`src/rtl/exp_result_fifo.sv`:
```
// First-word-fall-through result buffer between the free-running power pipeline and a back-pressuring consumer.
// Optional running sum of popped words is enabled by defining EXP_RESULT_FIFO_SUM_EN.
module exp_result_fifo #(
    parameter int DATA_W    = 64,
    parameter int DEPTH     = 8,
    parameter int AFULL_LVL = 6
) (
    input  logic                       clk,
    input  logic                       rst,
    input  logic                       i_valid,
    input  logic [DATA_W-1:0]          i_data,
    output logic                       o_valid,
    output logic [DATA_W-1:0]          o_data,
    input  logic                       i_ready,
    output logic [$clog2(DEPTH):0]     o_count,
    output logic                       o_almost_full,
    output logic                       o_overflow
`ifdef EXP_RESULT_FIFO_SUM_EN
    ,
    output logic [DATA_W-1:0]          o_sum
`endif
);

    localparam int PTR_W = $clog2(DEPTH);
    localparam int CNT_W = PTR_W + 1;
    localparam logic [CNT_W-1:0] FULL_C  = CNT_W'(DEPTH);
    localparam logic [CNT_W-1:0] ONE_C   = CNT_W'(1);
    localparam logic [CNT_W-1:0] AFULL_C = CNT_W'(AFULL_LVL);

    logic [DATA_W-1:0] mem_q [DEPTH];
    logic [PTR_W-1:0]  wr_ptr_q, wr_ptr_d;
    logic [PTR_W-1:0]  rd_ptr_q, rd_ptr_d;
    logic [PTR_W-1:0]  rd_nxt;
    logic [CNT_W-1:0]  count_q, count_d;
    logic [DATA_W-1:0] data_q, data_d;
    logic              ovf_q, ovf_d;
    logic              empty, full, push, pop;

    always_comb begin
        empty    = (count_q == '0);
        full     = (count_q == FULL_C);
        pop      = !empty && i_ready;
        push     = i_valid && (!full || pop);
        rd_nxt   = rd_ptr_q + PTR_W'(1);
        wr_ptr_d = push ? wr_ptr_q + PTR_W'(1) : wr_ptr_q;
        rd_ptr_d = pop ? rd_nxt : rd_ptr_q;

        count_d = count_q;
        if (push && !pop) begin
            count_d = count_q + ONE_C;
        end else if (pop && !push) begin
            count_d = count_q - ONE_C;
        end

        // Head register: the incoming word becomes head when the FIFO is
        // (or is about to be) empty; otherwise the next stored entry moves up.
        data_d = data_q;
        if (push && (empty || (pop && count_q == ONE_C))) begin
            data_d = i_data;
        end else if (pop && count_q > ONE_C) begin
            data_d = mem_q[rd_nxt];
        end

        ovf_d = ovf_q || (i_valid && !push);
    end

    always_ff @(posedge clk) begin
        if (push) begin
            mem_q[wr_ptr_q] <= i_data;
        end
    end

    always_ff @(posedge clk or posedge rst) begin
        if (rst) begin
            wr_ptr_q <= '0;
            rd_ptr_q <= '0;
            count_q  <= '0;
            data_q   <= '0;
            ovf_q    <= 1'b0;
        end else begin
            wr_ptr_q <= wr_ptr_d;
            rd_ptr_q <= rd_ptr_d;
            count_q  <= count_d;
            data_q   <= data_d;
            ovf_q    <= ovf_d;
        end
    end

`ifdef EXP_RESULT_FIFO_SUM_EN
    logic [DATA_W-1:0] sum_q, sum_d;

    always_comb begin
        sum_d = pop ? sum_q + data_q : sum_q;
    end

    always_ff @(posedge clk or posedge rst) begin
        if (rst) begin
            sum_q <= '0;
        end else begin
            sum_q <= sum_d;
        end
    end

    assign o_sum = sum_q;
`endif

    assign o_valid       = !empty;
    assign o_data        = data_q;
    assign o_count       = count_q;
    assign o_almost_full = (count_q >= AFULL_C);
    assign o_overflow    = ovf_q;

endmodule

```
`config.mk`:
```
export PLATFORM = sky130hd
export DESIGN_NAME = exp_result_fifo
export DESIGN_NICKNAME = d
export VERILOG_FILES = /design/src/rtl/exp_result_fifo.sv
export SDC_FILE = /design/constraint.sdc
export NUM_CORES = 1
export LEC_CHECK = 0
export ABC_CLOCK_PERIOD_IN_PS = 6500
export BUFFER_PORTS_ARGS = -buffer_cell sky130_fd_sc_hd__buf_2
export CORE_MARGIN = 5
export CORE_UTILIZATION = 45
export CTS_CLUSTER_SIZE = 12
export DETAILED_ROUTE_END_ITERATION = 7
export GPL_ROUTABILITY_DRIVEN = 0
export PLACE_DENSITY = 0.65
export SKIP_CTS_REPAIR_TIMING = 1
export SYNTH_ARGS = -nofsm -noshare
export SYNTH_HDL_FRONTEND = slang
export SYNTH_SLANG_ARGS = --single-unit
export TNS_END_PERCENT = 5
```
`constraint.sdc`:
```
create_clock -name clk -period 6.5 [get_ports clk]
set_input_delay 0.65 -clock clk [delete_from_list [all_inputs] [get_ports clk]]
set_output_delay 0.65 -clock clk [all_outputs]
set_load 0.05 [all_outputs]
```
==> reports/qor.yml, run 1 <==
powerDensity_nw_per_um2: 516
path_max_fanout: 43
synth-seq-cells: 587
antenna_found_initial: 6
critPathLaunchType: "register"
reg2regPathDepth: 6
arrival_ns: 3.95
vias: 12344
gr-usage-all-layers_pct: 18.8
die_area_um2: 57300
drt_iter0_drc: 1002
port_buffers: 138
area_delta_synth_final_pct: 13.2
grt_pass1_wl_um: 82500
core_area_um2: 52300
p_int_mw: 8.58
p_sw_mw: 5.24
die_w_um: 239
rows: 84
dieHeight_um: 239
ys_warn_count: 0
finalHoldViolCount: 0
cts_made_buffers: 59
finalCritPeriodShare_pct: 53.5
crit_required_ns: 6.97
status: "completed"
drive_gt1_share_pct: 32.2
ys_async_sr_fraction_pct: 12.8
drv_cap: 0
clk_pin_slew_ns: 0.06
wl_um: 53400
dp_hpwl_um: 28700
drc_errors: 0
worstSetupStartpoint: "o_count[0]"
synth_area_leaders: "edfxtp_1 65%, mux4_2 12%, dfrtp_1 7.9%, o2111ai_1 4.9%, o2111ai_2 3.8%"
fin_nets: 1392
nFillCells: 4232
hold_class: "primary input to asynchronous set/reset pin"
worst_slack_ns: 3.02
synthFlopType: "edfxtp_1"
cts_tree: "done"
avgViaCountPerCell: 6.00
p_comb_share_pct: 39.9
rsz0062_at_grt: "no"
setup-violations-final: 0
slew_headroom_pct: 17.4
synth_cell_types: 33
cp-endpoint: "o_data[62]"
setup-tns-final_ns: 0
syn_area_um2: 23700
fin_hold_ws_ns: 0.0141
yosys.area.top_type: "edfxtp_1"
ir_worst_vdd_v: 0.000433
r2r-end: "o_data[62]"
grt_pass1_vias: 12989
p_clk_share_pct: 22.6
finalMaxSlewViolations: 0
overflow: 0
worstMarginPinSlew_ns: 1.24
clk_path_buf_depth: 3
grt_max_degree: 116
pwr-share-seq_pct: 37.5
root_buffer: "clkbuf_16"
synth_cells: 1199
ys_seq_area_share_pct: 72.9
synth_nets: 1274
synth_edf_count: 512
ctsHtreeMaxLevel: 2
clkLatencyLatePin_ns: 0.62
setup.worst_path.class: "register to register"
dr.pass1.iters: 5
p_sw_share_pct: 37.9
skew_ns: 0.0222
ant_nets: 0
initial_core_util_pct: 45.2
max_clock_freq_ghz: 0.288
r2r_setup_slack_ns: 3.02
final.min_clock_period_ns: 3.48
end_kind: "register"
avgSynthCellArea_um2: 19.7
synth_top_area_share_pct: 64.9
cts_sinks: 587
ioPinCount: 139
r2r_start: "o_count[0]"
wl_per_cell_um: 26.0
dpl_worst_slack_ns: 2.43
p_leak_nw: 8.85
[worst max-delay path: stages (launching register included)]
cell and delay [ns]:
dfrtp_1 0.46, inv_1 0.11, ha_1 0.29, nor2_4 0.97, o32a_2 0.75, buf_4 0.58, o2111ai_1 0.18
[worst min path at each step]
stage	start	endpoint	slack (ns)	depth (start not counted)
global route	rst	o_data[31]	0.01	2
global placement	o_overflow	o_overflow	0.51	1
floorplan	rd_ptr_q[1]	rd_ptr_q[1]	0.48	1
CTS	rst	o_data[31]	-0.001	2
finish	rst	o_data[31]	0.01	2
detailed placement	o_overflow	o_overflow	0.50	1
[state kept, by name (all words and copies together) (netlist names)]
register    flops
o_count         4
wr_ptr_q        3
o_overflow      1
mem_q         512
o_data         64
rd_ptr_q        3
[power groups by stage]
stage / logic (mW) / registers, mW / clock network [mW]
6_report: 5.52 / 5.19 / 3.12
3_3_place_gp: 5.52 / 5.24 / 0
3_5_place_dp: 5.59 / 5.27 / 0
2_1_floorplan: 3.46 / 5.90 / 0
5_1_grt: 5.89 / 5.25 / 3.36
4_1_cts: 5.59 / 5.20 / 3.18
[metrics by stage]
step,area [µm²],instances,power (mW),utilization (%)
4_1_cts,26800,2053,14.0,51.2
2_1_floorplan,23700,1199,9.36,-
3_3_place_gp,25000,1944,10.8,47.9
5_1_grt,26800,2054,14.5,51.2
6_report,26800,2056,13.8,51.2
3_5_place_dp,25000,1944,10.9,47.9
[layer usage]
metal	global-route usage, %	routed length, µm	up-vias
met5	0	19	-
met4	3.91	778	4
met3	3.57	3470	74
met2	30.6	26600	403
met1	27.1	22600	6546
li1	-	-	5317
[Yosys cell counts (all sizes together) (2+ instances only)]
library cell	n
xor2	4
inv	70
nand2b	3
nor3	2
o21ai	2
mux4	128
buf	26
nand2	4
nand3	67
ha	7
xnor2	6
nor3b	2
clkbuf	79
mux2	2
nor2	8
edfxtp	512
o2111ai	192
dfrtp	75
[area by class of cell]
type | count | area (µm²) | share of cell area (%)
inverters | 70 | 265 | 0.989
flip-flops and latches | 587 | 17300 | 64.4
well taps | 688 | 861 | 3.21
clock inverters | 12 | 109 | 0.406
diodes | 3 | 7.51 | 0.0280
repair buffers | 162 | 898 | 3.35
multi-input cells | 437 | 5770 | 21.5
clock buffers | 97 | 1650 | 6.15
[cells by family (layout without fill, tap and decap cells)]
| logic type | Yosys count | in the layout | share of synthesized area, % |
|---|---|---|---|
| flip-flops | 587 | 587 | 72.9 |
| AO/OA/AOI/OAI | 198 | 198 | 8.86 |
| buffers and inverters | 175 | 341 | 3.25 |
| multiplexers | 131 | 131 | 12.3 |
| AND/OR/NAND/NOR | 91 | 91 | 1.96 |
| XOR/XNOR | 10 | 10 | 0.402 |
| adder cells (fa/ha/maj) | 7 | 7 | 0.370 |
| other | 0 | 3 | 0 |
[placed cells by master, fill, tap and decap left out, types with 5 or more instances in the layout]
master       n
edfxtp_1   512
buf_2      137
o2111ai_1  132
mux4_2     128
dfrtp_1     74
inv_1       69
nand3_1     67
o2111ai_2   60
clkbuf_16   59
clkbuf_1    35
buf_4       23
nor2_4       7
ha_1         6
xnor2_1      5
No activity file was read; power rests on OpenSTA's default activity.
==> run 2: changes to the inputs <==
--- a/config.mk
+++ b/config.mk
@@ -5,7 +5,7 @@
 export SDC_FILE = /design/constraint.sdc
 export NUM_CORES = 1
 export LEC_CHECK = 0
-export ABC_CLOCK_PERIOD_IN_PS = 6500
+export ABC_CLOCK_PERIOD_IN_PS = 3450
 export BUFFER_PORTS_ARGS = -buffer_cell sky130_fd_sc_hd__buf_2
 export CORE_MARGIN = 5
 export CORE_UTILIZATION = 45
==> constraint.sdc (replaced) <==
create_clock -name clk -period 3.45 [get_ports clk]
set_input_delay 0.345 -clock clk [delete_from_list [all_inputs] [get_ports clk]]
set_output_delay 0.345 -clock clk [all_outputs]
set_load 0.05 [all_outputs]
==> run 2 against run 1 <==
First-iteration DRC count rose by 16%. Non-clock buffer count is 17 higher. Combinational power grew 99%. Count of clock-buffer cells in the layout up 3. Clock skew fell by 0.012 ns. Cell area grew 1.1%. Worst hold slack lost 0.0017 ns. Utilization up 0.57 points. Global-route usage rose by 1.4 points. Critical path type unchanged. Critical endpoint is now o_data[50].
==> reports/qor.yml, run 2 (synthesis results as in run 1) <==
grt_max_degree: 102
rows: 84
initial_core_util_pct: 45.2
root_buffer: "clkbuf_16"
end_kind: "register"
r2r_start: "rd_ptr_q[0]"
cts_tree: "done"
grt_pass1_vias: 13364
finalMaxSlewViolations: 0
setup.worst_path.class: "register to register"
most-common-layout-cells: "512 x edfxtp_1, 137 x buf_2, 132 x o2111ai_1"
final_common_cell: "edfxtp_1"
final.min_clock_period_ns: 2.61
port_buffers: 138
cts_made_buffers: 57
die_area_um2: 57300
cts_sinks: 587
ant_nets: 0
area_delta_synth_final_pct: 14.5
finalNonFillerCells: 2070
dpl_worst_slack_ns: 0.858
skew_ns: 0.0102
hold_class: "primary input to register"
fin_nets: 1407
status: "completed"
core_area_um2: 52300
final_area_um2: 27100
drive_gt1_share_pct: 32.9
overflow: 0
regMostFlops: "mem_q"
grt_pass1_wl_um: 87600
drt_iter0_drc: 1163
p_leak_nw: 8.98
finalCritPeriodShare_pct: 75.6
gr-usage-all-layers_pct: 20.2
path_max_fanout: 37
largest_reg_flops: 512
ctsHtreeMaxLevel: 2
power_mw: 26.7
drv_cap: 0
vias: 12860
clkLatencyLatePin_ns: 0.62
dieHeight_um: 239
r2r-end: "o_data[50]"
rsz0062_at_grt: "no"
clk_pin_slew_ns: 0.06
arrival_ns: 3.09
hold_path_end: "mem_q[2][32]"
holdPathStages: 1
ir_worst_vdd_v: 0.00102
avgViaCountPerCell: 6.21
worstHoldStart: "i_data[32]"
postPlaceCellArea_um2: 25300
dp_hpwl_um: 29900
wl_um: 57800
crit_required_ns: 3.93
critPathLaunchType: "register"
die_w_um: 239
drc_errors: 0
dr.pass1.iters: 5
setup-violations-final: 0
clk_path_buf_depth: 3
slew_headroom_pct: 29.8
reg2regPathDepth: 5
dp.cells: 1958
powerDensity_nw_per_um2: 985
antenna_found_initial: 7
wl_per_cell_um: 27.9
finalHoldViolCount: 0
worst_slack_ns: 0.843
nFillCells: 4104
r2r_setup_slack_ns: 0.84
worstMarginPinSlew_ns: 1.05
max_clock_freq_ghz: 0.384
ioPinCount: 139
run 2: cell types whose count changed in the layout (fill, tap and decap cells not counted), sizes merged:
cell,change
clkbuf,+3
diode,+1
dlygate4sd3,+3
clkinvlp,-2
inv,+1
clkinv,-6
buf,+14
run 2: final cells by class:
class / instances / area [µm²] / share of cell area [%]
Inverter: 70 / 265 / 0.978
Sequential cell: 587 / 17300 / 63.7
Clock inverter: 5 / 71.3 / 0.263
Timing Repair Buffer: 179 / 1210 / 4.46
Clock buffer: 100 / 1660 / 6.11
Tap cell: 688 / 861 / 3.18
Antenna cell: 4 / 10.0 / 0.0369
Multi-Input combinational cell: 437 / 5780 / 21.3
run 2: through the flow:
step	setup TNS, ns	util, %	hold WS, ns
after floorplan	-5.50	-	0.444
after global placement	0	48.4	0.491
after detailed placement	0	48.4	0.498
after CTS	0	51.7	-0.163
after global routing	0	51.8	0.00178
final	0	51.8	0.0124
run 2: worst max-delay path by stage:
| stage | to | start |
|---|---|---|
| 2_1_floorplan | mem_q[4][0] | o_count[0] |
| 5_1_grt | o_count[3] | o_count[0] |
| 3_5_place_dp | o_data[36] | rd_ptr_q[0] |
| 3_3_place_gp | o_data[47] | rd_ptr_q[0] |
| 4_1_cts | o_data[36] | rd_ptr_q[0] |
| 6_report | o_data[50] | rd_ptr_q[0] |
run 2: where the power goes:
group	internal [mW]	switching, mW	total (mW)
sequential	9.15	0.651	9.80
clock	3.31	2.55	5.86
combinational	3.99	7.04	11.0
total	16.5	10.2	26.7
run 2: layer usage:
layer,global-route usage [%],wire [µm],vias up
met5,0,39,-
met4,4.39,917,6
met3,4.59,4720,76
met2,31.7,28100,504
met1,29.5,24000,6911
li1,-,-,5363
run 2: critical path, stage by stage (launching register included):
cell and delay (ns):
dfrtp_4 0.64, ha_4 0.77, buf_12 0.30, mux4_2 0.39
o2111ai_1 0.15, o2111ai_2 0.14
